### src/rtl/irq_pkg.sv
`default_nettype none
// +--------------------------------------------------------------------------+
// | Module  : irq_pkg                                                        |
// | Purpose : Shared constants and types for the interrupt controller:      |
// |           Wishbone register word offsets, vector width, vector type and  |
// |           the bus-handshake state encoding.                              |
// | Ports   : none (package)                                                 |
// | Rev     : 1.0  initial release                                           |
// +--------------------------------------------------------------------------+
package irq_pkg;

  // Vector width presented to the CPU (0 = no interrupt, 1..7 = source).
  localparam int IRQ_VEC_W = 3;

  // Register word offsets (adr_i = cpu_address[3:2]).
  localparam logic [1:0] IRQ_STATUS  = 2'd0;
  localparam logic [1:0] IRQ_PENDING = 2'd1;
  localparam logic [1:0] IRQ_MASK    = 2'd2;
  localparam logic [1:0] IRQ_VECTOR  = 2'd3;

  typedef logic [IRQ_VEC_W-1:0] irq_vec_t;

  // Bus handshake: a strobe in IDLE moves to ACK for exactly one cycle.
  typedef enum logic [0:0] {
    BUS_IDLE = 1'b0,
    BUS_ACK  = 1'b1
  } bus_state_e;

endpackage : irq_pkg
`default_nettype wire

### src/rtl/irq_prio_enc.sv
`default_nettype none
// +--------------------------------------------------------------------------+
// | Module  : irq_prio_enc                                                   |
// | Purpose : Combinational priority encoder. The highest set request bit i  |
// |           produces vector NSRC-i; no request produces 0.                 |
// | Ports   : req_i [NSRC-1:0]  masked pending requests                      |
// |           vec_o [2:0]       encoded vector                               |
// | Rev     : 1.0  initial release                                           |
// +--------------------------------------------------------------------------+
module irq_prio_enc
  import irq_pkg::*;
#(
  parameter int NSRC = 7
) (
  input  logic [NSRC-1:0] req_i,
  output irq_vec_t        vec_o
);

  // Ascending scan: later (higher) bits overwrite earlier ones, so the
  // highest set bit wins.
  always_comb begin
    vec_o = '0;
    for (int i = 0; i < NSRC; i++) begin
      if (req_i[i]) begin
        vec_o = irq_vec_t'(NSRC - i);
      end
    end
  end

endmodule : irq_prio_enc
`default_nettype wire

### src/rtl/irq_controller.sv
`default_nettype none
// +--------------------------------------------------------------------------+
// | Module  : irq_controller                                                 |
// | Purpose : Registered interrupt controller. Latches source requests into |
// |           PENDING, applies a software MASK, priority-encodes to a 3-bit |
// |           vector for the CPU and exposes a Wishbone slave for           |
// |           STATUS/PENDING/MASK/VECTOR access.                             |
// | Config  : IRQ_CTRL_EDGE_EN defined  -> rising-edge capture into PENDING, |
// |                                        cleared by write-1-to-clear.      |
// |           IRQ_CTRL_EDGE_EN undefined -> level mode, PENDING = live src_i,|
// |                                        W1C writes acked and ignored.     |
// | Ports   : clk_i, rst_i (async, active high)                              |
// |           src_i[NSRC-1:0] request lines, int_en_i global enable          |
// |           irq_o[2:0] vector to CPU                                       |
// |           adr_i, dat_i, dat_o, we_i, sel_i, stb_i, cyc_i, ack_o (WB)     |
// | Rev     : 1.0  initial release                                           |
// +--------------------------------------------------------------------------+
module irq_controller
  import irq_pkg::*;
#(
  parameter int NSRC = 7
) (
  input  logic                 clk_i,
  input  logic                 rst_i,
  input  logic [NSRC-1:0]      src_i,
  input  logic                 int_en_i,
  output logic [IRQ_VEC_W-1:0] irq_o,
  input  logic [1:0]           adr_i,
  input  logic [31:0]          dat_i,
  output logic [31:0]          dat_o,
  input  logic                 we_i,
  input  logic [3:0]           sel_i,
  input  logic                 stb_i,
  input  logic                 cyc_i,
  output logic                 ack_o
);

  // ---------------------------------------------------------------------------
  // Bus handshake FSM
  // ---------------------------------------------------------------------------
  bus_state_e state_q, state_d;
  logic       rd_load;     // capture read data on the edge that raises ack
  logic       wr_commit;   // register write completes on the edge ending ack

  always_ff @(posedge clk_i or posedge rst_i) begin
    if (rst_i) begin
      state_q <= BUS_IDLE;
    end else begin
      state_q <= state_d;
    end
  end

  always_comb begin
    state_d   = state_q;
    rd_load   = 1'b0;
    wr_commit = 1'b0;
    case (state_q)
      BUS_IDLE: begin
        if (stb_i && cyc_i) begin
          state_d = BUS_ACK;
          rd_load = 1'b1;
        end
      end
      BUS_ACK: begin
        state_d   = BUS_IDLE;
        // A master that drops cyc_i during the ack cycle abandons the
        // transfer; only a still-valid cycle commits the write.
        wr_commit = stb_i && cyc_i && we_i && sel_i[0];
      end
      default: state_d = BUS_IDLE;
    endcase
  end

  assign ack_o = (state_q == BUS_ACK);

  logic w_wr_pend;
  logic w_wr_mask;
  assign w_wr_pend = wr_commit && (adr_i == IRQ_PENDING);
  assign w_wr_mask = wr_commit && (adr_i == IRQ_MASK);

  // ---------------------------------------------------------------------------
  // MASK register (1 = source enabled)
  // ---------------------------------------------------------------------------
  logic [NSRC-1:0] mask_q, mask_d;

  always_comb begin
    mask_d = mask_q;
    if (w_wr_mask) begin
      mask_d = dat_i[NSRC-1:0];
    end
  end

  always_ff @(posedge clk_i or posedge rst_i) begin
    if (rst_i) begin
      mask_q <= '1;
    end else begin
      mask_q <= mask_d;
    end
  end

  // ---------------------------------------------------------------------------
  // PENDING
  // ---------------------------------------------------------------------------
  logic [NSRC-1:0] pending;

`ifdef IRQ_CTRL_EDGE_EN
  logic [NSRC-1:0] src_prev_q;
  logic [NSRC-1:0] pending_q, pending_d;
  logic [NSRC-1:0] w_rise;

  assign w_rise = src_i & ~src_prev_q;

  // Clear is applied before set so a new edge in the same cycle as its W1C
  // keeps the bit set.
  always_comb begin
    pending_d = pending_q;
    if (w_wr_pend) begin
      pending_d = pending_d & ~dat_i[NSRC-1:0];
    end
    pending_d = pending_d | w_rise;
  end

  always_ff @(posedge clk_i or posedge rst_i) begin
    if (rst_i) begin
      src_prev_q <= '0;
      pending_q  <= '0;
    end else begin
      src_prev_q <= src_i;
      pending_q  <= pending_d;
    end
  end

  assign pending = pending_q;
`else
  // Level mode: PENDING is the live request vector; W1C has nothing to clear.
  logic w_unused_w1c;
  assign w_unused_w1c = w_wr_pend;
  assign pending      = src_i;
`endif

  // ---------------------------------------------------------------------------
  // Priority encode and registered vector output
  // ---------------------------------------------------------------------------
  irq_vec_t w_vec;
  irq_vec_t irq_q, irq_d;

  irq_prio_enc #(
    .NSRC (NSRC)
  ) u_prio_enc (
    .req_i (pending & mask_q),
    .vec_o (w_vec)
  );

  // Global disable gates only the output; PENDING keeps accumulating.
  assign irq_d = int_en_i ? w_vec : '0;

  always_ff @(posedge clk_i or posedge rst_i) begin
    if (rst_i) begin
      irq_q <= '0;
    end else begin
      irq_q <= irq_d;
    end
  end

  assign irq_o = irq_q;

  // ---------------------------------------------------------------------------
  // Read data, registered together with ack
  // ---------------------------------------------------------------------------
  logic [31:0] w_rd_data;
  logic [31:0] dat_q, dat_d;

  always_comb begin
    w_rd_data = '0;
    case (adr_i)
      IRQ_STATUS:  w_rd_data[NSRC-1:0]      = src_i;
      IRQ_PENDING: w_rd_data[NSRC-1:0]      = pending;
      IRQ_MASK:    w_rd_data[NSRC-1:0]      = mask_q;
      IRQ_VECTOR:  w_rd_data[IRQ_VEC_W-1:0] = irq_q;
      default:     w_rd_data                = '0;
    endcase
  end

  always_comb begin
    dat_d = dat_q;
    if (rd_load) begin
      dat_d = w_rd_data;
    end
  end

  always_ff @(posedge clk_i or posedge rst_i) begin
    if (rst_i) begin
      dat_q <= '0;
    end else begin
      dat_q <= dat_d;
    end
  end

  assign dat_o = dat_q;

  // Upper data bits and upper byte selects carry nothing for these registers.
  logic w_unused_bus;
  assign w_unused_bus = ^{dat_i[31:NSRC], sel_i[3:1]};

endmodule : irq_controller
`default_nettype wire

### config.mk
export PLATFORM = sky130hd
export DESIGN_NAME = irq_controller
export DESIGN_NICKNAME = d
export VERILOG_FILES = /design/src/rtl/irq_pkg.sv /design/src/rtl/irq_prio_enc.sv /design/src/rtl/irq_controller.sv
export SDC_FILE = /design/constraint.sdc
export NUM_CORES = 1
export LEC_CHECK = 0
export ABC_AREA = 1
export ABC_CLOCK_PERIOD_IN_PS = 1500
export BUFFER_PORTS_ARGS = -buffer_cell sky130_fd_sc_hd__buf_4
export CAP_MARGIN = 0
export CORE_MARGIN = 2
export CORE_UTILIZATION = 41
export DETAILED_ROUTE_END_ITERATION = 10
export PLACE_DENSITY = 0.8
export SYNTH_ARGS = -nofsm -noshare
export SYNTH_HDL_FRONTEND = slang
export SYNTH_HIERARCHICAL = 1
export SYNTH_SLANG_ARGS = --single-unit
### constraint.sdc
create_clock -name clk_i -period 1.5 [get_ports clk_i]
set_clock_uncertainty 0.1 [all_clocks]
set_input_delay 0.45 -clock clk_i [delete_from_list [all_inputs] [get_ports clk_i]]
set_output_delay 0.45 -clock clk_i [all_outputs]
set_load 0.05 [all_outputs]
After elaboration in Yosys (flattened, before gate mapping)
Cells that the tools add are included.
{"block": "word_totals", "wordCells": 29, "input_bits": 51, "register_bits": 18}
{"block": "classes", "n_mux": 14, "bitwise_logic": 2, "n_reduce_logical": 6, "n_eq_ne": 3}
{"cell": "3-bit 2-to-1 mux", "count": 8}
{"cell": "3-bit one-hot mux with 3 select lines", "count": 1}
{"cell": "4-bit one-hot mux with 2 select lines", "count": 1}
{"cell": "7-bit bitwise AND", "count": 1}
{"cell": "2-bit == test, second input constant", "count": 2}
{"cell": "1-bit logical AND", "count": 4}
{"cell": "1-bit 2-to-1 mux", "count": 3}
{"cell": "2-bit by 1-bit == test with 1-bit output, second input constant", "count": 1}
{"cell": "2-bit logical NOT", "count": 1}
{"cell": "1-bit one-hot mux with 2 select lines", "count": 1}
{"cell": "2-bit OR reduction", "count": 1}
{"cell": "1-bit NOT", "count": 1}

Depth between registers and ports, before layout
{"block": "logic_depth", "depth_word": 9, "ltp_mapped": 9, "depth_no_buf": 9}

Modules after synthesis
Netlist, hierarchy kept.
{"module": "irq_controller", "area_each_um2": 1133.6, "seq_area_each_um2": 459.2, "instances": 1, "cells_each": 144}
{"module": "irq_prio_enc", "area_each_um2": 82.6, "seq_area_each_um2": 0.0, "instances": 1, "cells_each": 18}

Worst setup path before layout
OpenSTA, ideal clock, no wires.
{"block": "synth_timing", "path_type": "register -> register", "startpoint": "register state_q, in the netlist ack_o", "endpoint": "register mask_q[2]", "setup_slack_ns": 0.110, "arrival_time_ns": 1.215, "period_less_slack_ns": 1.390, "stages_incl_launch_ff": 6, "cell_sequence": "dfrtp_1 -> nand2_1 -> nor2_4 -> nand2_4 -> nand2_1 -> nand2_1"}
{"block": "synth_via", "elab_chain_cells": 2}
{"item": "start: declaration", "line": "irq_controller.sv:41", "source": "bus_state_e state_q, state_d;"}
{"item": "start signal: assignment", "line": "irq_controller.sv:49", "source": "state_q <= state_d;"}
{"item": "1-bit 2-to-1 mux", "line": "irq_controller.sv:57", "source": "case (state_q)"}
{"item": "1-bit logical AND", "line": "irq_controller.sv:79", "source": "assign w_wr_mask = wr_commit && (adr_i == IRQ_MASK);"}
{"item": "end signal: assignment", "line": "irq_controller.sv:97", "source": "mask_q <= mask_d;"}
{"item": "end: declaration", "line": "irq_controller.sv:84", "source": "logic [NSRC-1:0] mask_q, mask_d;"}
Every way passes these cells.
A chain may end at the register's enable or synchronous reset.

Worst setup path after layout
{"block": "layout_timing", "startpoint": "register state_q, in the netlist ack_o", "endpoint": "output port ack_o"}
{"item": "end: declaration", "line": "irq_controller.sv:35", "source": "output logic ack_o"}
No word-level cell between the ends.

==> impl_metrics.json <==
{
  "status": "complete, no violations",
  "io_pins": 87,
  "dr_total_vias": 958,
  "fin_crit_sh": 0.975,
  "arrival_ps": 910,
  "worstPathMaxFanout": 3,
  "syn_area_mm2": 0.00122,
  "wl_met1_um": 872,
  "drc": 0,
  "met2_length_um": 1100,
  "utilization": 0.515,
  "synth_area_leaders": "dfrtp_1, nand2_1, buf_4",
  "cp_data_required_time_ps": 950,
  "p_comb_frac": 0.372,
  "r2r_start": "mask_q[0]$_DFFE_PP1P_",
  "grt_pass1_vias": 897,
  "max_stage_delay_ps": 430,
  "drv_slew": 0,
  "path_cells": "buf_6",
  "cts-root-buf": "clkbuf_4",
  "rows": 19,
  "final_common_cell": "nand2_1",
  "postSynthCellCount": 162,
  "synth_top_cell_by_area": "dfrtp_1",
  "die_h_um": 58.5,
  "hold_viol": 0,
  "setup_viol": 0,
  "synth_seq_cells": 18,
  "cts_tree": "yes",
  "antenna_found_initial": 0,
  "wl_met3_um": 112,
  "cp-end-kind": "output pin",
  "final_cell_mix": "nand2_1, buf_4, conb_1, nand3_1, inv_1",
  "total_power_w": 0.00131,
  "drive_gt1_frac": 0.298,
  "slowest_stage": "dfrtp_1",
  "synth_cell_type_count": 18,
  "holdBufCountCts": 0,
  "worstSkewPairLatency_ps": 290,
  "ff_latch_area_um2": 459,
  "ant_nets": 0,
  "start_kind": "register",
  "fmax_mhz": 684,
  "top_layer_used": "met4",
  "numClockSinks": 18,
  "die_w_um": 58.5,
  "rsz0062_at_grt": "no",
  "nFillCells": 269,
  "initial_utilization": 0.437,
  "reg2reg_slack_ps": 260,
  "portBuffers": 33,
  "power_frac_seq": 0.435,
  "first_pass_iters": 5,
  "synthToLayoutAreaGrowth_pct": 17.7,
  "clkPwrFrac": 0.192,
  "yosysWarnings": 6,
  "path_delay_family": "flip-flops",
  "ir_drop_uv": 590,
  "worst-path-buf-inv": 1,
  "drtIter0Drc": 4,
  "tns_ps": 0,
  "muxShareOfSynthArea": 0,
  "via_per_inst": 4.18,
  "wirelength_um": 2130,
  "hold_slack_ps": 26.6,
  "avgRoutedWirePerCell_um": 9.32,
  "grt_max_degree": 12,
  "cts_inserted_buffers": 3,
  "instances_no_fill": 229,
  "drv.max_cap_violation_count": 0,
  "synth_fa_ha_area_frac": 0,
  "rr_worst_depth": 8,
  "p_leak_nw": 0.880,
  "clockBufferDepth": 2,
  "grt_pass1_wl_um": 3570,
  "period_minus_slack_ps": 1460,
  "yosysTopAreaCellShare": 0.226,
  "routabilityCongestion": 0.798,
  "seq_area_frac_synth": 0.378,
  "crit_type": "reg2out",
  "synth_compound_area_frac": 0.0123,
  "hpwl_um": 1850,
  "p_sw_w": 0.000533,
  "path_clk_slew_ps": 100,
  "switching_share": 0.408,
  "synth-simple-area-share": 0.360,
  "synth_xor_area_frac": 0,
  "cts_max_level": 1,
  "syn_area_per_cell_um2": 7.51,
  "nets": 250,
  "multi_input_area_um2": 547,
  "placed_cells": 225,
  "grt-ovfl-total": 0,
  "power.density_mw_per_mm2": 912,
  "p_int_w": 0.000773,
  "synth_top_family_by_area": "simple AND/OR/NAND/NOR gates",
  "r2r-end": "irq_o[1]$_DFF_PP0_",
  "grt_use_total": 0.136,
  "dieArea_mm2": 0.00342,
  "core_area_mm2": 0.00278,
  "hold_path_class": "in2async",
  "n_antenna_cell": 0
}
[worst max path at each step]
| stage | from | endpoint | slack, ps | cells past startpoint |
|---|---|---|---|---|
| 6_report | ack_o$_DFF_PP0_ | ack_o | 40 | 1 |
| 5_1_grt | ack_o$_DFF_PP0_ | ack_o | 10 | 1 |
| 4_1_cts | ack_o$_DFF_PP0_ | ack_o | 4 | 1 |
| 3_5_place_dp | stb_i | mask_q[0]$_DFFE_PP1P_ | 170 | 6 |
| 3_3_place_gp | stb_i | mask_q[6]$_DFFE_PP1P_ | 180 | 6 |
| 2_1_floorplan | ack_o$_DFF_PP0_ | mask_q[2]$_DFFE_PP1P_ | 110 | 5 |
[cells by family (layout without fill, tap and decap cells)]
| family | after synthesis | in the layout |
|---|---|---|
| simple gates | 94 | 94 |
| buf+inv | 46 | 58 |
| flops | 18 | 18 |
| compound gates | 3 | 3 |
| other cells | 1 | 25 |
[cell usage after synthesis]
cell and number:
buf_4 25, nor2_1 3, nand3_2 1, buf_6 1, inv_2 5, nor2_4 3
nand2_2 1, a21oi_1 3, nand2_1 66, conb_1 1, bufinv_16 1, nand2_4 2
dfstp_2 7, dfrtp_1 11, inv_1 14, nor2_8 1, nand3_1 16, nor2_2 1
[layer usage]
metal  GRT usage  vias to the layer above
li1            -                      514
met1       0.158                      412
met2       0.250                       28
met3      0.0198                        4
met4      0.0498                        0
met5           0                        -
[area by class of cell]
| type | instances | area share |
|---|---|---|
| clock buffer | 4 | 0.0184 |
| inverter | 20 | 0.0708 |
| multi-input combinational | 122 | 0.382 |
| sequential | 18 | 0.321 |
| tap | 31 | 0.0271 |
| timing repair buffer | 34 | 0.181 |
[per-stage QoR]
stage                     setup WS [ps]  cell area [um^2]
after floorplan                     110              1310
final                              38.1              1430
after CTS                          4.34              1430
after detailed placement            167              1400
after global placement              185              1400
after global routing               14.3              1430
[registers in the layout, summed over array words and instances, names as in the netlist]
name / count
dat_o: 7
mask_q: 7
irq_o: 3
ack_o: 1
[timing repair]
| item | CTS | global route |
|---|---|---|
| hold endpoints to repair | 0 | 0 |
| buffers inserted | 0 | 0 |
| resized for setup | 0 | 1 |
| setup endpoints to repair | 0 | 1 |
[power by group through the flow]
stage               Clock (W)  Sequential, W  Combinational, W
global placement            0       0.000575          0.000482
global route         0.000279       0.000576          0.000519
CTS                  0.000260       0.000569          0.000488
detailed placement          0       0.000578          0.000487
finish               0.000251       0.000569          0.000486
floorplan                   0       0.000680          0.000308
No activity file was read; power rests on OpenSTA's default activity.
